===== src/rtl/pcu_pkg.sv =====
// Shared types for the pipelined control unit.
// PCU_SYSTEM_EN enables the SYSTEM/FENCE drain and halt machine.
package pcu_pkg;

  localparam logic [6:0] OP_R      = 7'b0110011;
  localparam logic [6:0] OP_LOAD   = 7'b0000011;
  localparam logic [6:0] OP_STORE  = 7'b0100011;
  localparam logic [6:0] OP_BRANCH = 7'b1100011;
  localparam logic [6:0] OP_LUI    = 7'b0110111;
  localparam logic [6:0] OP_JAL    = 7'b1101111;
  localparam logic [6:0] OP_JALR   = 7'b1100111;
  localparam logic [6:0] OP_IMM    = 7'b0010011;
  localparam logic [6:0] OP_AUIPC  = 7'b0010111;
  localparam logic [6:0] OP_SYSTEM = 7'b1110011;
  localparam logic [6:0] OP_FENCE  = 7'b0001111;

  typedef enum logic [1:0] {
    WB_ALU = 2'b00,
    WB_MEM = 2'b01,
    WB_PC4 = 2'b10,
    WB_UPC = 2'b11
  } wb_sel_t;

  typedef enum logic [1:0] {
    ALU_ADD  = 2'b00,
    ALU_BR   = 2'b01,
    ALU_FUNC = 2'b10,
    ALU_IMM  = 2'b11
  } alu_op_t;

  typedef struct packed {
    logic    branch;
    logic    jump;
    logic    mem_read;
    logic    mem_write;
    logic    alu_src;
    logic    reg_write;
    wb_sel_t wb_sel;
    alu_op_t alu_op;
  } ctrl_t;

  localparam ctrl_t CTRL_BUBBLE = '0;

  typedef enum logic [1:0] {
    ST_RUN,
    ST_DRAIN,
    ST_HALTED
  } state_t;

endpackage


===== src/rtl/pcu_if.sv =====
// ID-side control bundle between the core datapath and the control unit.
// master is the datapath side, slave is the control unit.
interface pcu_if #(
  parameter int REG_AW = 5
);
  import pcu_pkg::*;

  logic [31:0]       instr_id;
  logic              id_valid;
  logic              branch_taken_ex;
  logic              mem_wait;
  logic              resume;
  logic              hold_pc;
  logic              flush_ifid;
  ctrl_t             ex_ctrl;
  logic [REG_AW-1:0] ex_rd;
  ctrl_t             mem_ctrl;
  logic [REG_AW-1:0] mem_rd;
  ctrl_t             wb_ctrl;
  logic [REG_AW-1:0] wb_rd;
  logic              halted;

  modport master (
    output instr_id, id_valid,
    output branch_taken_ex, mem_wait, resume,
    input  hold_pc, flush_ifid,
    input  ex_ctrl, ex_rd,
    input  mem_ctrl, mem_rd,
    input  wb_ctrl, wb_rd,
    input  halted
  );

  modport slave (
    input  instr_id, id_valid,
    input  branch_taken_ex, mem_wait, resume,
    output hold_pc, flush_ifid,
    output ex_ctrl, ex_rd,
    output mem_ctrl, mem_rd,
    output wb_ctrl, wb_rd,
    output halted
  );

endinterface


===== src/rtl/pcu_decoder.sv =====
// Combinational opcode decoder: instruction to control bundle.
// PCU_SYSTEM_EN adds the drain request outputs.
module pcu_decoder
  import pcu_pkg::*;
#(
  parameter int REG_AW = 5
) (
  input  logic [31:0]       instr,
  input  logic              valid,
  output ctrl_t             ctrl,
  output logic              rs1_used,
  output logic              rs2_used,
  output logic [REG_AW-1:0] rd,
  output logic [REG_AW-1:0] rs1,
  output logic [REG_AW-1:0] rs2
`ifdef PCU_SYSTEM_EN
  ,
  output logic              drain_req,
  output logic              drain_halt
`endif
);

  logic [6:0]        opc;
  logic [REG_AW-1:0] rd_f;
  logic              known;
  logic              unused_bits;

  assign opc  = instr[6:0];
  assign rd_f = instr[7 +: REG_AW];
  assign rs1  = instr[15 +: REG_AW];
  assign rs2  = instr[20 +: REG_AW];
  assign unused_bits = ^instr;

  always_comb begin
    ctrl     = CTRL_BUBBLE;
    rs1_used = 1'b0;
    rs2_used = 1'b0;
    known    = 1'b0;
    rd       = '0;
`ifdef PCU_SYSTEM_EN
    drain_req  = 1'b0;
    drain_halt = 1'b0;
`endif
    if (valid) begin
      unique case (1'b1)
        (opc == OP_R): begin
          known = 1'b1;
          ctrl.reg_write = 1'b1;
          ctrl.alu_op = ALU_FUNC;
          rs1_used = 1'b1;
          rs2_used = 1'b1;
        end
        (opc == OP_LOAD): begin
          known = 1'b1;
          ctrl.mem_read = 1'b1;
          ctrl.alu_src = 1'b1;
          ctrl.reg_write = 1'b1;
          ctrl.wb_sel = WB_MEM;
          rs1_used = 1'b1;
        end
        (opc == OP_STORE): begin
          known = 1'b1;
          ctrl.mem_write = 1'b1;
          ctrl.alu_src = 1'b1;
          rs1_used = 1'b1;
          rs2_used = 1'b1;
        end
        (opc == OP_BRANCH): begin
          known = 1'b1;
          ctrl.branch = 1'b1;
          ctrl.alu_op = ALU_BR;
          rs1_used = 1'b1;
          rs2_used = 1'b1;
        end
        (opc == OP_LUI): begin
          known = 1'b1;
          ctrl.alu_src = 1'b1;
          ctrl.reg_write = 1'b1;
          ctrl.alu_op = ALU_FUNC;
        end
        (opc == OP_JAL): begin
          known = 1'b1;
          ctrl.jump = 1'b1;
          ctrl.alu_src = 1'b1;
          ctrl.reg_write = 1'b1;
          ctrl.wb_sel = WB_PC4;
        end
        (opc == OP_JALR): begin
          known = 1'b1;
          ctrl.jump = 1'b1;
          ctrl.alu_src = 1'b1;
          ctrl.reg_write = 1'b1;
          ctrl.wb_sel = WB_PC4;
          ctrl.alu_op = ALU_FUNC;
          rs1_used = 1'b1;
        end
        (opc == OP_IMM): begin
          known = 1'b1;
          ctrl.alu_src = 1'b1;
          ctrl.reg_write = 1'b1;
          ctrl.alu_op = ALU_IMM;
          rs1_used = 1'b1;
        end
        (opc == OP_AUIPC): begin
          known = 1'b1;
          ctrl.alu_src = 1'b1;
          ctrl.reg_write = 1'b1;
          ctrl.wb_sel = WB_UPC;
        end
`ifdef PCU_SYSTEM_EN
        (opc == OP_SYSTEM): begin
          drain_req = 1'b1;
          drain_halt = 1'b1;
        end
        (opc == OP_FENCE): begin
          drain_req = 1'b1;
        end
`endif
        default: begin
        end
      endcase
      if (known) rd = rd_f;
      if (rd_f == '0) ctrl.reg_write = 1'b0;
    end
  end

endmodule


===== src/rtl/pipelined_control_unit.sv =====
// Pipelined main controller: decode, hazards, flush, stall, drain.
// PCU_SYSTEM_EN builds the RUN/DRAIN/HALTED machine.
module pipelined_control_unit
  import pcu_pkg::*;
#(
  parameter int REG_AW       = 5,
  parameter int DRAIN_CYCLES = 3
) (
  input logic clk,
  input logic rst,
  pcu_if.slave bus
);

  ctrl_t             dec_ctrl;
  logic              rs1_used;
  logic              rs2_used;
  logic [REG_AW-1:0] id_rd;
  logic [REG_AW-1:0] id_rs1;
  logic [REG_AW-1:0] id_rs2;

  ctrl_t             ex_q;
  ctrl_t             mem_q;
  ctrl_t             wb_q;
  logic [REG_AW-1:0] ex_rd_q;
  logic [REG_AW-1:0] mem_rd_q;
  logic [REG_AW-1:0] wb_rd_q;

  logic stall;
  logic flush;
  logic hazard;
  logic ex_kill;
  logic drain_go;
  logic busy;
  logic parked;
  logic halted_q;

`ifdef PCU_SYSTEM_EN
  localparam int CW =
    (DRAIN_CYCLES < 1) ? 1 : $clog2(DRAIN_CYCLES + 1);

  state_t        state;
  logic [CW-1:0] cnt;
  logic          kind_halt;
  logic          drain_req;
  logic          drain_halt;
`endif

  pcu_decoder #(
    .REG_AW(REG_AW)
  ) u_dec (
    .instr     (bus.instr_id),
    .valid     (bus.id_valid),
    .ctrl      (dec_ctrl),
    .rs1_used  (rs1_used),
    .rs2_used  (rs2_used),
    .rd        (id_rd),
    .rs1       (id_rs1),
    .rs2       (id_rs2)
`ifdef PCU_SYSTEM_EN
    ,
    .drain_req (drain_req),
    .drain_halt(drain_halt)
`endif
  );

  assign stall = bus.mem_wait;
  assign flush = bus.branch_taken_ex;

  assign hazard = ex_q.mem_read
    && (ex_rd_q != '0)
    && ((rs1_used && (id_rs1 == ex_rd_q))
     || (rs2_used && (id_rs2 == ex_rd_q)));

`ifdef PCU_SYSTEM_EN
  assign drain_go = (state == ST_RUN)
    && drain_req && !flush && !hazard;
  assign busy   = (state != ST_RUN);
  assign parked = (state == ST_HALTED);
`else
  logic unused_resume;
  assign unused_resume = bus.resume;
  assign drain_go = 1'b0;
  assign busy     = 1'b0;
  assign parked   = 1'b0;
  assign halted_q = 1'b0;
`endif

  assign ex_kill = flush || hazard || busy || drain_go;

  assign bus.hold_pc = !rst
    && (stall || busy || (hazard && !flush));
  assign bus.flush_ifid = !rst && !stall && flush;

  always_ff @(posedge clk or posedge rst) begin
    if (rst) begin
      ex_q     <= CTRL_BUBBLE;
      mem_q    <= CTRL_BUBBLE;
      wb_q     <= CTRL_BUBBLE;
      ex_rd_q  <= '0;
      mem_rd_q <= '0;
      wb_rd_q  <= '0;
    end else if (!stall) begin
      if (ex_kill) begin
        ex_q    <= CTRL_BUBBLE;
        ex_rd_q <= '0;
      end else begin
        ex_q    <= dec_ctrl;
        ex_rd_q <= id_rd;
      end
      if (parked) begin
        mem_q    <= CTRL_BUBBLE;
        mem_rd_q <= '0;
        wb_q     <= CTRL_BUBBLE;
        wb_rd_q  <= '0;
      end else begin
        mem_q    <= ex_q;
        mem_rd_q <= ex_rd_q;
        wb_q     <= mem_q;
        wb_rd_q  <= mem_rd_q;
      end
    end
  end

`ifdef PCU_SYSTEM_EN
  // Counter runs only on unstalled cycles so memory waits lengthen the drain.
  always_ff @(posedge clk or posedge rst) begin
    if (rst) begin
      state     <= ST_RUN;
      cnt       <= '0;
      kind_halt <= 1'b0;
      halted_q  <= 1'b0;
    end else if (!stall) begin
      unique case (state)
        ST_RUN: begin
          if (drain_go) begin
            state     <= ST_DRAIN;
            cnt       <= CW'(DRAIN_CYCLES);
            kind_halt <= drain_halt;
          end
        end
        ST_DRAIN: begin
          if (cnt <= CW'(1)) begin
            cnt      <= '0;
            state    <= kind_halt ? ST_HALTED : ST_RUN;
            halted_q <= kind_halt;
          end else begin
            cnt <= cnt - CW'(1);
          end
        end
        ST_HALTED: begin
          if (bus.resume) begin
            state    <= ST_RUN;
            halted_q <= 1'b0;
          end
        end
        default: begin
          state    <= ST_RUN;
          halted_q <= 1'b0;
        end
      endcase
    end
  end
`endif

  assign bus.ex_ctrl  = ex_q;
  assign bus.ex_rd    = ex_rd_q;
  assign bus.mem_ctrl = mem_q;
  assign bus.mem_rd   = mem_rd_q;
  assign bus.wb_ctrl  = wb_q;
  assign bus.wb_rd    = wb_rd_q;
  assign bus.halted   = halted_q;

endmodule


===== src/flat_wrapper.sv =====
// flat-port wrapper written by rule: the top's interface ports become plain ports
module pipelined_control_unit_flat import pcu_pkg::*;
#(
  parameter int REG_AW       = 5,
  parameter int DRAIN_CYCLES = 3
)
  (clk, rst, bus_instr_id, bus_id_valid, bus_branch_taken_ex, bus_mem_wait, bus_resume, bus_hold_pc, bus_flush_ifid, bus_ex_ctrl, bus_ex_rd, bus_mem_ctrl, bus_mem_rd, bus_wb_ctrl, bus_wb_rd, bus_halted);
  pcu_if #(.REG_AW(REG_AW)) bus_i ();
  input logic clk;
  input logic rst;
  input wire logic [$bits(bus_i.instr_id)-1:0] bus_instr_id;
  input wire logic [$bits(bus_i.id_valid)-1:0] bus_id_valid;
  input wire logic [$bits(bus_i.branch_taken_ex)-1:0] bus_branch_taken_ex;
  input wire logic [$bits(bus_i.mem_wait)-1:0] bus_mem_wait;
  input wire logic [$bits(bus_i.resume)-1:0] bus_resume;
  output wire logic [$bits(bus_i.hold_pc)-1:0] bus_hold_pc;
  output wire logic [$bits(bus_i.flush_ifid)-1:0] bus_flush_ifid;
  output wire logic [$bits(bus_i.ex_ctrl)-1:0] bus_ex_ctrl;
  output wire logic [$bits(bus_i.ex_rd)-1:0] bus_ex_rd;
  output wire logic [$bits(bus_i.mem_ctrl)-1:0] bus_mem_ctrl;
  output wire logic [$bits(bus_i.mem_rd)-1:0] bus_mem_rd;
  output wire logic [$bits(bus_i.wb_ctrl)-1:0] bus_wb_ctrl;
  output wire logic [$bits(bus_i.wb_rd)-1:0] bus_wb_rd;
  output wire logic [$bits(bus_i.halted)-1:0] bus_halted;
  assign bus_i.instr_id = bus_instr_id;
  assign bus_i.id_valid = bus_id_valid;
  assign bus_i.branch_taken_ex = bus_branch_taken_ex;
  assign bus_i.mem_wait = bus_mem_wait;
  assign bus_i.resume = bus_resume;
  assign bus_hold_pc = bus_i.hold_pc;
  assign bus_flush_ifid = bus_i.flush_ifid;
  assign bus_ex_ctrl = bus_i.ex_ctrl;
  assign bus_ex_rd = bus_i.ex_rd;
  assign bus_mem_ctrl = bus_i.mem_ctrl;
  assign bus_mem_rd = bus_i.mem_rd;
  assign bus_wb_ctrl = bus_i.wb_ctrl;
  assign bus_wb_rd = bus_i.wb_rd;
  assign bus_halted = bus_i.halted;
  pipelined_control_unit #(.REG_AW(REG_AW), .DRAIN_CYCLES(DRAIN_CYCLES)) u_core (.clk(clk), .rst(rst), .bus(bus_i));
endmodule

===== config.mk =====
export PLATFORM = sky130hd
export DESIGN_NAME = pipelined_control_unit_flat
export DESIGN_NICKNAME = d
export VERILOG_FILES = /design/src/rtl/pcu_pkg.sv /design/src/rtl/pcu_if.sv /design/src/rtl/pcu_decoder.sv /design/src/rtl/pipelined_control_unit.sv /design/src/flat_wrapper.sv
export SDC_FILE = /design/constraint.sdc
export NUM_CORES = 1
export LEC_CHECK = 0
export ABC_AREA = 1
export CORE_ASPECT_RATIO = 1.5
export CORE_MARGIN = 4
export CORE_UTILIZATION = 40
export DETAILED_ROUTE_END_ITERATION = 7
export HOLD_SLACK_MARGIN = 0.15
export MAX_ROUTING_LAYER = met4
export PLACE_DENSITY = 0.74
export SLEW_MARGIN = 20
export SYNTH_ARGS = -nofsm -noshare
export SYNTH_HDL_FRONTEND = slang
export SYNTH_SLANG_ARGS = --single-unit

===== constraint.sdc =====
create_clock -name clk -period 3.3 [get_ports clk]
set_input_delay 0.495 -clock clk [delete_from_list [all_inputs] [get_ports clk]]
set_output_delay 0.495 -clock clk [all_outputs]
set_load 0.005 [all_outputs]

==> impl_metrics.ini, run 1 <==
[worst_hold_path]
hold_path.class = reg -> reg
whs_path_depth = 2
hold_start = u_core.bus.wb_rd[3]$_DFFE_PP0N_
hold_end = u_core.bus.wb_rd[3]$_DFFE_PP0N_

[logic_synthesis]
netlist_top_cells_area = dfrtp_1, nand2_1, o21ai_0
seq_area_frac_synth_pct = 49.3
synth.avg_cell_area_um2 = 7.64
netlist.area_leader.share_pct = 49.3
synth_nets = 337
synth.largest_area_cell = dfrtp_1
ys_types = 29
synth.ff_latch_count = 45
syn-instance-count = 299
synth_area_mm2 = 0.00228
yosysWarnings = 0

[place]
dpl.hpwl_mm = 4.18
dp_slack_ns = 0.388
port_buffers = 73
routabilityCongestion = 0.883
placed_cells = 435

[timing]
drv_slew = 0
tns_ns = 0
finalSetupViolCount = 0
hold_violations = 0
timing.final.ws_setup_ns = 0.406
relSlewSlack_pct = 63.2
rsz0062_at_grt = false
clock.fmax_ghz = 0.346
worstMarginPinSlew_ns = 0.551
skew_ns = 0.00664
fin_crit_sh_pct = 87.7
layout_min_cycle_time_ns = 2.89

[setup_path]
critPathLaunchType = input port
r2r_end = u_core.bus.ex_ctrl[8]$_DFFE_PP0N_
cp_data_arrival_time_ns = 2.40
cp_top_family = buffers and inverters
reg2reg_depth = 12
crit_chain = clkdlybuf4s50_1, nand2_2, inv_2, nand2_1, a21oi_1, nor2_2, nand2_2, nand2_2, nand2_2, nand2_4, a21oi_4, clkdlybuf4s50_1
r2r_start = u_core.bus.ex_rd[2]$_DFFE_PP0N_
path_buf_inv = 3
max_stage_delay_ns = 0.55
path_common_cell = nand2_2
reg2reg_setup_slack_ns = 1.76
crit_type = in -> out
timing.critical_path.slowest_stage_cell = clkdlybuf4s50_1
end_kind = primary output
path_max_fanout = 4
cp.required_ns = 2.80

[detailed_routing]
dr.first_iter.drc_count = 118
wl_per_cell_um = 12.2
wl_mm = 5.43
drc = 0
dr_total_vias = 2089
viasPerCell = 4.72
ant_nets = 0
firstDrtPassIters = 4

[floorplan]
num_rows = 33
die_w_um = 69.7
io_pins = 86
initial_core_util_pct = 41.6
chipHeight_um = 101
coreArea_mm2 = 0.00549
fp.dieArea_mm2 = 0.00701

[clock_network]
cts_setup_buffers = 0
cts_tree = done
htreeDepth = 2
clkSinkCount = 45
cts_resized = 0
clockRootBuffer = clkbuf_8
postCtsHoldBufs = 0
cts_max_path_buffers = 2
numCtsBuffers = 5
clk_latency_ns = 0.29
clk_pin_slew_worst_paths_ns = 0.08

[grt]
grt_max_degree = 46
grt_overflow = 0
grt_pass1_vias = 1973
grt_pass1_wl_mm = 8.85
grt_use_total_pct = 16.1
antenna_found_initial = 0

[layout]
areaGrowthSynthToFinish_pct = 39.7
final_cells = 443
mostFrequentLayoutCells = nand2_1, clkdlybuf4s50_1, dfrtp_1
insertedDiodeCount = 0
drive_above_1_share_pct = 11.5
mostFrequentLayoutCell = nand2_1
nets = 410

[power]
p_per_area_mw_per_mm2 = 344
power_uw = 1100
leakagePower_uw = 0.00153
vdd.ir_drop.worst_v = 0.000194

[job]
drv_cap = 0

[outcome]
outcome = complete, no violations
-- registers in the layout, summed over array words and instances (netlist names) --
register	flops
u_core.bus.ex_ctrl	10
u_core.bus.ex_rd	5
u_core.bus.mem_ctrl	10
u_core.bus.mem_rd	5
u_core.bus.wb_ctrl	10
u_core.bus.wb_rd	5
-- tightest hold or removal path: stages (launching register included) --
cell     delay, ns
dfrtp_1       0.35
nand2_1       0.05
nand2_1       0.05
-- power by group --
part | internal [µW] | switching [µW]
clock | 247 | 177
combinational | 52.4 | 63.1
sequential | 556 | 3.60
total | 855 | 244
-- metrics by stage --
step	instance area, µm²	hold slack (ns)	utilization, %
2_1_floorplan	2280	0.472	-
3_5_place_dp	3070	0.466	56.0
4_1_cts	3190	0.487	58.1
6_report	3190	0.481	58.1
5_1_grt	3190	0.516	58.1
3_3_place_gp	3070	0.464	56.0
-- cell usage after synthesis --
cell / count
nand2_1: 102
dfrtp_1: 45
o21ai_0: 32
inv_1: 26
nor2_1: 20
nand3_1: 13
inv_2: 9
nand2_2: 8
clkbuf_1: 7
a21oi_1: 5
nand3_2: 5
nor2_2: 5
nand4_1: 3
nand3b_1: 2
nor3_1: 2
xor2_1: 2
a21oi_4: 1
a31oi_1: 1
buf_1: 1
buf_2: 1
buf_4: 1
buf_6: 1
clkinv_1: 1
conb_1: 1
nand2_4: 1
nor2_4: 1
o21ai_1: 1
o21bai_1: 1
or2_0: 1
-- cells by family (layout without fill, tap and decap cells) --
family,count (synthesis),count (layout),synth area share [%]
other cells,1,1,0.164
flops,45,45,49.3
simple gates,163,163,31.8
buf+inv,47,121,8.27
compound gates,41,41,9.64
xor+xnor,2,2,0.767
-- routing by layer --
| layer | track usage, % | vias up | part of all wire (%) |
|---|---|---|---|
| met1 | 17.6 | 952 | 41 |
| met3 | 1.30 | 5 | 3.7 |
| met4 | 6.19 | 0 | 1.8 |
| li1 | - | 1071 | - |
| met2 | 30.3 | 61 | 54 |
| met5 | - | - | 0 |
-- how the worst max path moves through the flow --
| stage | cells after the start | to | slack (ns) | start |
|---|---|---|---|---|
| global placement | 10 | bus_hold_pc | 0.41 | bus_instr_id[1] |
| finish | 12 | bus_hold_pc | 0.41 | bus_instr_id[1] |
| floorplan | 3 | bus_hold_pc | 0.79 | rst |
| detailed placement | 12 | bus_hold_pc | 0.39 | bus_instr_id[1] |
| CTS | 12 | bus_hold_pc | 0.38 | bus_instr_id[1] |
| global route | 12 | bus_hold_pc | 0.26 | bus_instr_id[1] |
-- area by class of cell --
cell class	instances	area, µm²
tap	70	87.6
sequential	45	1130
inverter	36	135
timing repair buffer	77	756
fill	518	2300
multi-input combinational	207	968
clock buffer	7	86.3
clock inverter	1	30.0
Power figures use the tool's default switching activity.
==> run 2: changes to the inputs <==
ABC_AREA = 0   (was 1)
PLACE_DENSITY = 0.75   (was 0.74)
SETUP_SLACK_MARGIN = 0.5   (was default)
==> run 2 against run 1 <==
Net effect:
- via count down 23%
- combinational power down 4%
- clock power up 1%
- critical path type unchanged
- largest power group unchanged
==> impl_metrics.ini, run 2 <==
[timing]
rsz0062_at_grt = false
relSlewSlack_pct = 56.5
tns_ns = 0
hold_violations = 0
timing.final.ws_setup_ns = 0.597
skew_ns = 0.00548
fin_crit_sh_pct = 81.9
layout_min_cycle_time_ns = 2.70
drv_slew = 0
worstMarginPinSlew_ns = 0.653
holdWs_ns = 0.498
clock.fmax_ghz = 0.370
finalSetupViolCount = 0

[power]
leakagePower_uw = 0.00136
power.switching_uw = 239
p_comb_share_pct = 10.0
swShare_pct = 21.8
p_seq_share_pct = 50.8
vdd.ir_drop.worst_v = 0.000206
p_int_uw = 859
power.share.clock_pct = 39.1
p_per_area_mw_per_mm2 = 365

[job]
drv_cap = 0

[clock_network]
numCtsBuffers = 5
postCtsHoldBufs = 0
clk_latency_ns = 0.30
cts_max_path_buffers = 2
clkSinkCount = 45
clk_pin_slew_worst_paths_ns = 0.08
cts_tree = done
htreeDepth = 2
clockRootBuffer = clkbuf_8

[detailed_routing]
wl_mm = 4.72
dr.first_iter.drc_count = 52
drc = 0
viasPerCell = 5.19
dr_total_vias = 1603
ant_nets = 0
wl_per_cell_um = 15.3
firstDrtPassIters = 4

[setup_path]
end_kind = primary output
path_max_fanout = 2
r2r_start = u_core.bus.ex_rd[1]$_DFFE_PP0N_
reg2reg_setup_slack_ns = 1.35
r2r_end = u_core.bus.ex_rd[4]$_DFFE_PP0N_
cp.required_ns = 2.80
critPathLaunchType = input port
crit_type = in -> out
reg2reg_depth = 6
cp_data_arrival_time_ns = 2.21

[floorplan]
coreArea_mm2 = 0.00512
initial_core_util_pct = 40.9
die_w_um = 67.1
fp.dieArea_mm2 = 0.00648
num_rows = 32
chipHeight_um = 96.6
io_pins = 86

[place]
dpl.hpwl_mm = 3.61
dp_slack_ns = 0.310
port_buffers = 73
placed_area_mm2 = 0.00289
routabilityCongestion = 0.815

[worst_hold_path]
hold_path.class = reg -> reg
hold_start = u_core.bus.wb_ctrl[6]$_DFFE_PP0N_
whs_path_depth = 1
hold_end = u_core.bus.wb_ctrl[6]$_DFFE_PP0N_

[logic_synthesis]
synth.ff_latch_count = 45
netlist.area_leader.share_pct = 53.8
synth.largest_area_cell = dfrtp_1
synth_ff_type = dfrtp_1
syn-instance-count = 166
synthXorXnorAreaFrac_pct = 4.18
synthSimpleGateAreaFrac_pct = 10.9
synth-adder-area-share_pct = 0
async_flop_share_pct = 100
synth_top_family_by_area = multiplexers
netlist_top_cells_area = dfrtp_1, mux2_2, a32o_1
synth_compound_area_share_pct = 11.6
synth_nets = 204
synth_edf_count = 0
yosysWarnings = 0
ys_types = 36
yosysMostFrequentCell = dfrtp_1
synth.avg_cell_area_um2 = 12.6
synth_area_mm2 = 0.00209
synth.area.mux_share_pct = 16.1
netlist_top_cells_count = dfrtp_1, mux2_2, a32o_1, xor2_1
seq_area_frac_synth_pct = 53.8

[layout]
fillCellCount = 486
postLayoutCoreUtil_pct = 58.7
post-route-cell-area_mm2 = 0.00301
mostFrequentLayoutCell = clkdlybuf4s50_1
multi_input_area_um2 = 902
seq_area_mm2 = 0.00113
nets = 278
insertedDiodeCount = 0
drive_above_1_share_pct = 18.7
areaGrowthSynthToFinish_pct = 43.7
mostFrequentLayoutCells = clkdlybuf4s50_1, dfrtp_1, mux2_2

[outcome]
outcome = complete, no violations

[grt]
grt_max_degree = 46
grt_pass1_vias = 1598
grt_use_total_pct = 16.1
grt_overflow = 0
grt_pass1_wl_mm = 7.98
antenna_found_initial = 0
==> run 2: worst max path at each step <==
stage | start | end | slack, ns | cells after the start
global placement | bus_instr_id[24] | bus_hold_pc | 0.32 | 7
detailed placement | bus_instr_id[24] | bus_hold_pc | 0.31 | 7
finish | bus_instr_id[21] | bus_hold_pc | 0.60 | 7
global route | bus_instr_id[17] | bus_hold_pc | 0.53 | 7
floorplan | rst | bus_hold_pc | 1.10 | 3
CTS | bus_instr_id[21] | bus_hold_pc | 0.57 | 7
==> run 2: kinds of logic (layout without fill, tap and decap cells) <==
logic type | count (synthesis) | in the layout
AOI/OAI and AO/OA | 28 | 28
xor gates and xnor gates | 10 | 10
buffers and inverters | 14 | 89
DFF | 45 | 45
muxes | 30 | 30
other | 1 | 1
and+or+nand+nor | 38 | 38
==> run 2: area by class of cell <==
type / instances / share of cell area [%]
clock buffers: 6 / 2.74
clock inverters: 2 / 1.25
inverters: 2 / 0.249
multi-input cells: 107 / 30.0
flip-flops and latches: 45 / 37.4
well taps: 68 / 2.83
repair buffers: 79 / 25.6
==> run 2: power groups by stage <==
| stage | logic (µW) | registers (µW) | clock network (µW) |
|---|---|---|---|
| floorplan | 54.1 | 569 | 0 |
| global placement | 111 | 569 | 0 |
| global route | 122 | 559 | 457 |
| detailed placement | 112 | 569 | 0 |
| finish | 110 | 558 | 430 |
| CTS | 112 | 558 | 439 |
==> run 2: through the flow <==
stage / cells / total power, µW
2_1_floorplan: 166 / 623
3_3_place_gp: 301 / 680
3_5_place_dp: 301 / 681
4_1_cts: 309 / 1110
5_1_grt: 309 / 1140
6_report: 309 / 1100
==> run 2: worst max-delay path: stages <==
cell and delay (ns):
clkdlybuf4s50_1 0.41, xor2_1 0.15, nor4_2 0.34, nand4_1 0.15, a21o_4 0.23, o31ai_2 0.16, dlygate4sd2_1 0.27
==> run 2: layer usage <==
metal	track usage (%)	share of wire, %	routed length [µm]	vias up
met3	2.09	3.6	172	5
met1	18.9	38	1780	799
met2	27.7	57	2690	40
met5	-	0	0	-
met4	5.16	1.5	72	0
li1	-	-	-	759
==> run 2: repair_timing <==
item / in CTS / in global routing
gates resized for setup: 1 / 0
endpoints found under the setup margin: 1 / 0
setup buffers: 0 / 0
==> run 3: changes to the inputs <==
CORE_UTILIZATION = 39   (was 40)
PLACE_DENSITY = 0.77   (was 0.75)
clock period = 2.4 ns   (was 3.3 ns; I/O delays follow)
==> run 3 against run 2 <==
Net effect:
- critical path type unchanged
- core utilization grew 1.8 points
- global-route usage rose by 0.92 points
- highest routed layer unchanged
- clock skew about the same
- via count grew 3.6%
- critical path depth unchanged
- non-clock buffer count rose by 15
- clock power rose by 25%
==> impl_metrics.ini, run 3 (synthesis gave the netlist of run 2 again) <==
[grt]
grt_max_degree = 46
grt_overflow = 0
grt_pass1_wl_mm = 8.29
antenna_found_initial = 0
grt_use_total_pct = 17.0
grt_pass1_vias = 1654

[floorplan]
chipHeight_um = 97.8
initial_core_util_pct = 40.6
coreArea_mm2 = 0.00516
die_w_um = 67.8
fp.dieArea_mm2 = 0.00663
io_pins = 86
num_rows = 32

[detailed_routing]
viasPerCell = 5.14
ant_nets = 0
dr_total_vias = 1661
firstDrtPassIters = 4
drc = 0
dr.first_iter.drc_count = 66
wl_mm = 5.05
wl_per_cell_um = 15.6

[timing]
clock.fmax_ghz = 0.439
hold_violations = 0
skew_ns = 0.00517
layout_min_cycle_time_ns = 2.28
drv_slew = 0
tns_ns = 0
timing.final.ws_setup_ns = 0.120
worstMarginPinSlew_ns = 0.549
finalSetupViolCount = 0
fin_crit_sh_pct = 95.0
relSlewSlack_pct = 63.4
holdWs_ns = 0.490
rsz0062_at_grt = true

[worst_hold_path]
whs_path_depth = 1
hold_start = u_core.bus.wb_ctrl[5]$_DFFE_PP0N_
hold_end = u_core.bus.wb_ctrl[5]$_DFFE_PP0N_
hold_path.class = reg -> reg

[clock_network]
clockRootBuffer = clkbuf_8
cts_max_path_buffers = 2
numCtsBuffers = 5
htreeDepth = 2
cts_tree = done
clk_pin_slew_worst_paths_ns = 0.08
clk_latency_ns = 0.30
clkSinkCount = 45

[layout]
nets = 293
insertedDiodeCount = 0
mostFrequentLayoutCells = clkdlybuf4s50_1, dfrtp_1, mux2_2
multi_input_area_um2 = 910
fillCellCount = 426
mostFrequentLayoutCell = clkdlybuf4s50_1
post-route-cell-area_mm2 = 0.00313
drive_above_1_share_pct = 24.7
areaGrowthSynthToFinish_pct = 49.4
seq_area_mm2 = 0.00113

[setup_path]
path_max_fanout = 2
critPathLaunchType = input port
end_kind = primary output
cp_data_arrival_time_ns = 1.92
cp.required_ns = 2.04
reg2reg_setup_slack_ns = 0.46
r2r_start = u_core.bus.ex_rd[4]$_DFFE_PP0N_
crit_type = in -> out
reg2reg_depth = 7
r2r_end = u_core.bus.ex_rd[0]$_DFFE_PP0N_

[outcome]
outcome = complete, no violations

[place]
dpl.hpwl_mm = 3.89
routabilityCongestion = 0.873
port_buffers = 73
placed_area_mm2 = 0.00299
dp_slack_ns = -0.311

[job]
drv_cap = 0

[power]
leakagePower_uw = 0.00144
p_per_area_mw_per_mm2 = 469
vdd.ir_drop.worst_v = 0.000257
power_uw = 1470
==> run 3: changes by cell type in the layout (fill, tap and decap cells not counted), moves of 2 or more <==
cell             delta
dfrtp_2             +2
clkdlybuf4s50_1     -3
dfrtp_1             -2
buf_4              +14
==> run 3: worst max path at each step <==
stage,startpoint,to,depth (start not counted)
finish,bus_instr_id[19],bus_hold_pc,7
global route,u_core.bus.ex_rd[4]$_DFFE_PP0N_,bus_hold_pc,6
CTS,u_core.bus.ex_rd[1]$_DFFE_PP0N_,bus_hold_pc,6
floorplan,u_core.bus.ex_rd[4]$_DFFE_PP0N_,bus_hold_pc,6
global placement,bus_instr_id[24],bus_hold_pc,7
detailed placement,bus_instr_id[24],bus_hold_pc,7
==> run 3: per-layer routing <==
| metal | GRT usage [%] | part of all wire, % | vias up |
|---|---|---|---|
| li1 | - | - | 790 |
| met1 | 19.2 | 36 | 823 |
| met2 | 29.3 | 58 | 42 |
| met3 | 1.38 | 3.7 | 6 |
| met4 | 8.27 | 2.1 | 0 |
| met5 | - | 0 | - |
==> run 3: repair_timing <==
| item | 4_1_cts | 5_1_grt |
|---|---|---|
| hold buffers | 0 | 0 |
| pin swaps | 4 | 8 |
| endpoints found under the setup margin | 8 | 17 |
| buffers inserted | 1 | 2 |
| gates resized for setup | 7 | 6 |
==> run 3: area by class of cell <==
class	instances	area share, %
Timing Repair Buffer	94	28.5
Inverter	2	0.360
Multi-Input combinational cell	107	29.1
Tap cell	68	2.72
Clock inverter	2	1.12
Sequential cell	45	36.1
Clock buffer	5	2.20
==> run 3: metrics by stage <==
step	util [%]	cells
after floorplan	-	166
after global placement	57.8	313
after detailed placement	57.8	313
after CTS	59.8	321
after global routing	60.6	323
final	60.6	323
==> run 3: worst max-delay path, cell delays in order <==
cell	delay, ns
clkdlybuf4s50_1	0.42
xor2_1	0.16
nor4_2	0.29
nand3_1	0.14
a21o_4	0.25
o31ai_2	0.16
buf_2	0.15
==> run 3: power breakdown <==
group | internal (µW) | total, µW | leakage [µW] | switching, µW
Combinational | 85.4 | 161 | 0.000765 | 76.1
Sequential | 763 | 767 | 0.000625 | 3.89
Clock | 302 | 539 | 0.0000540 | 237
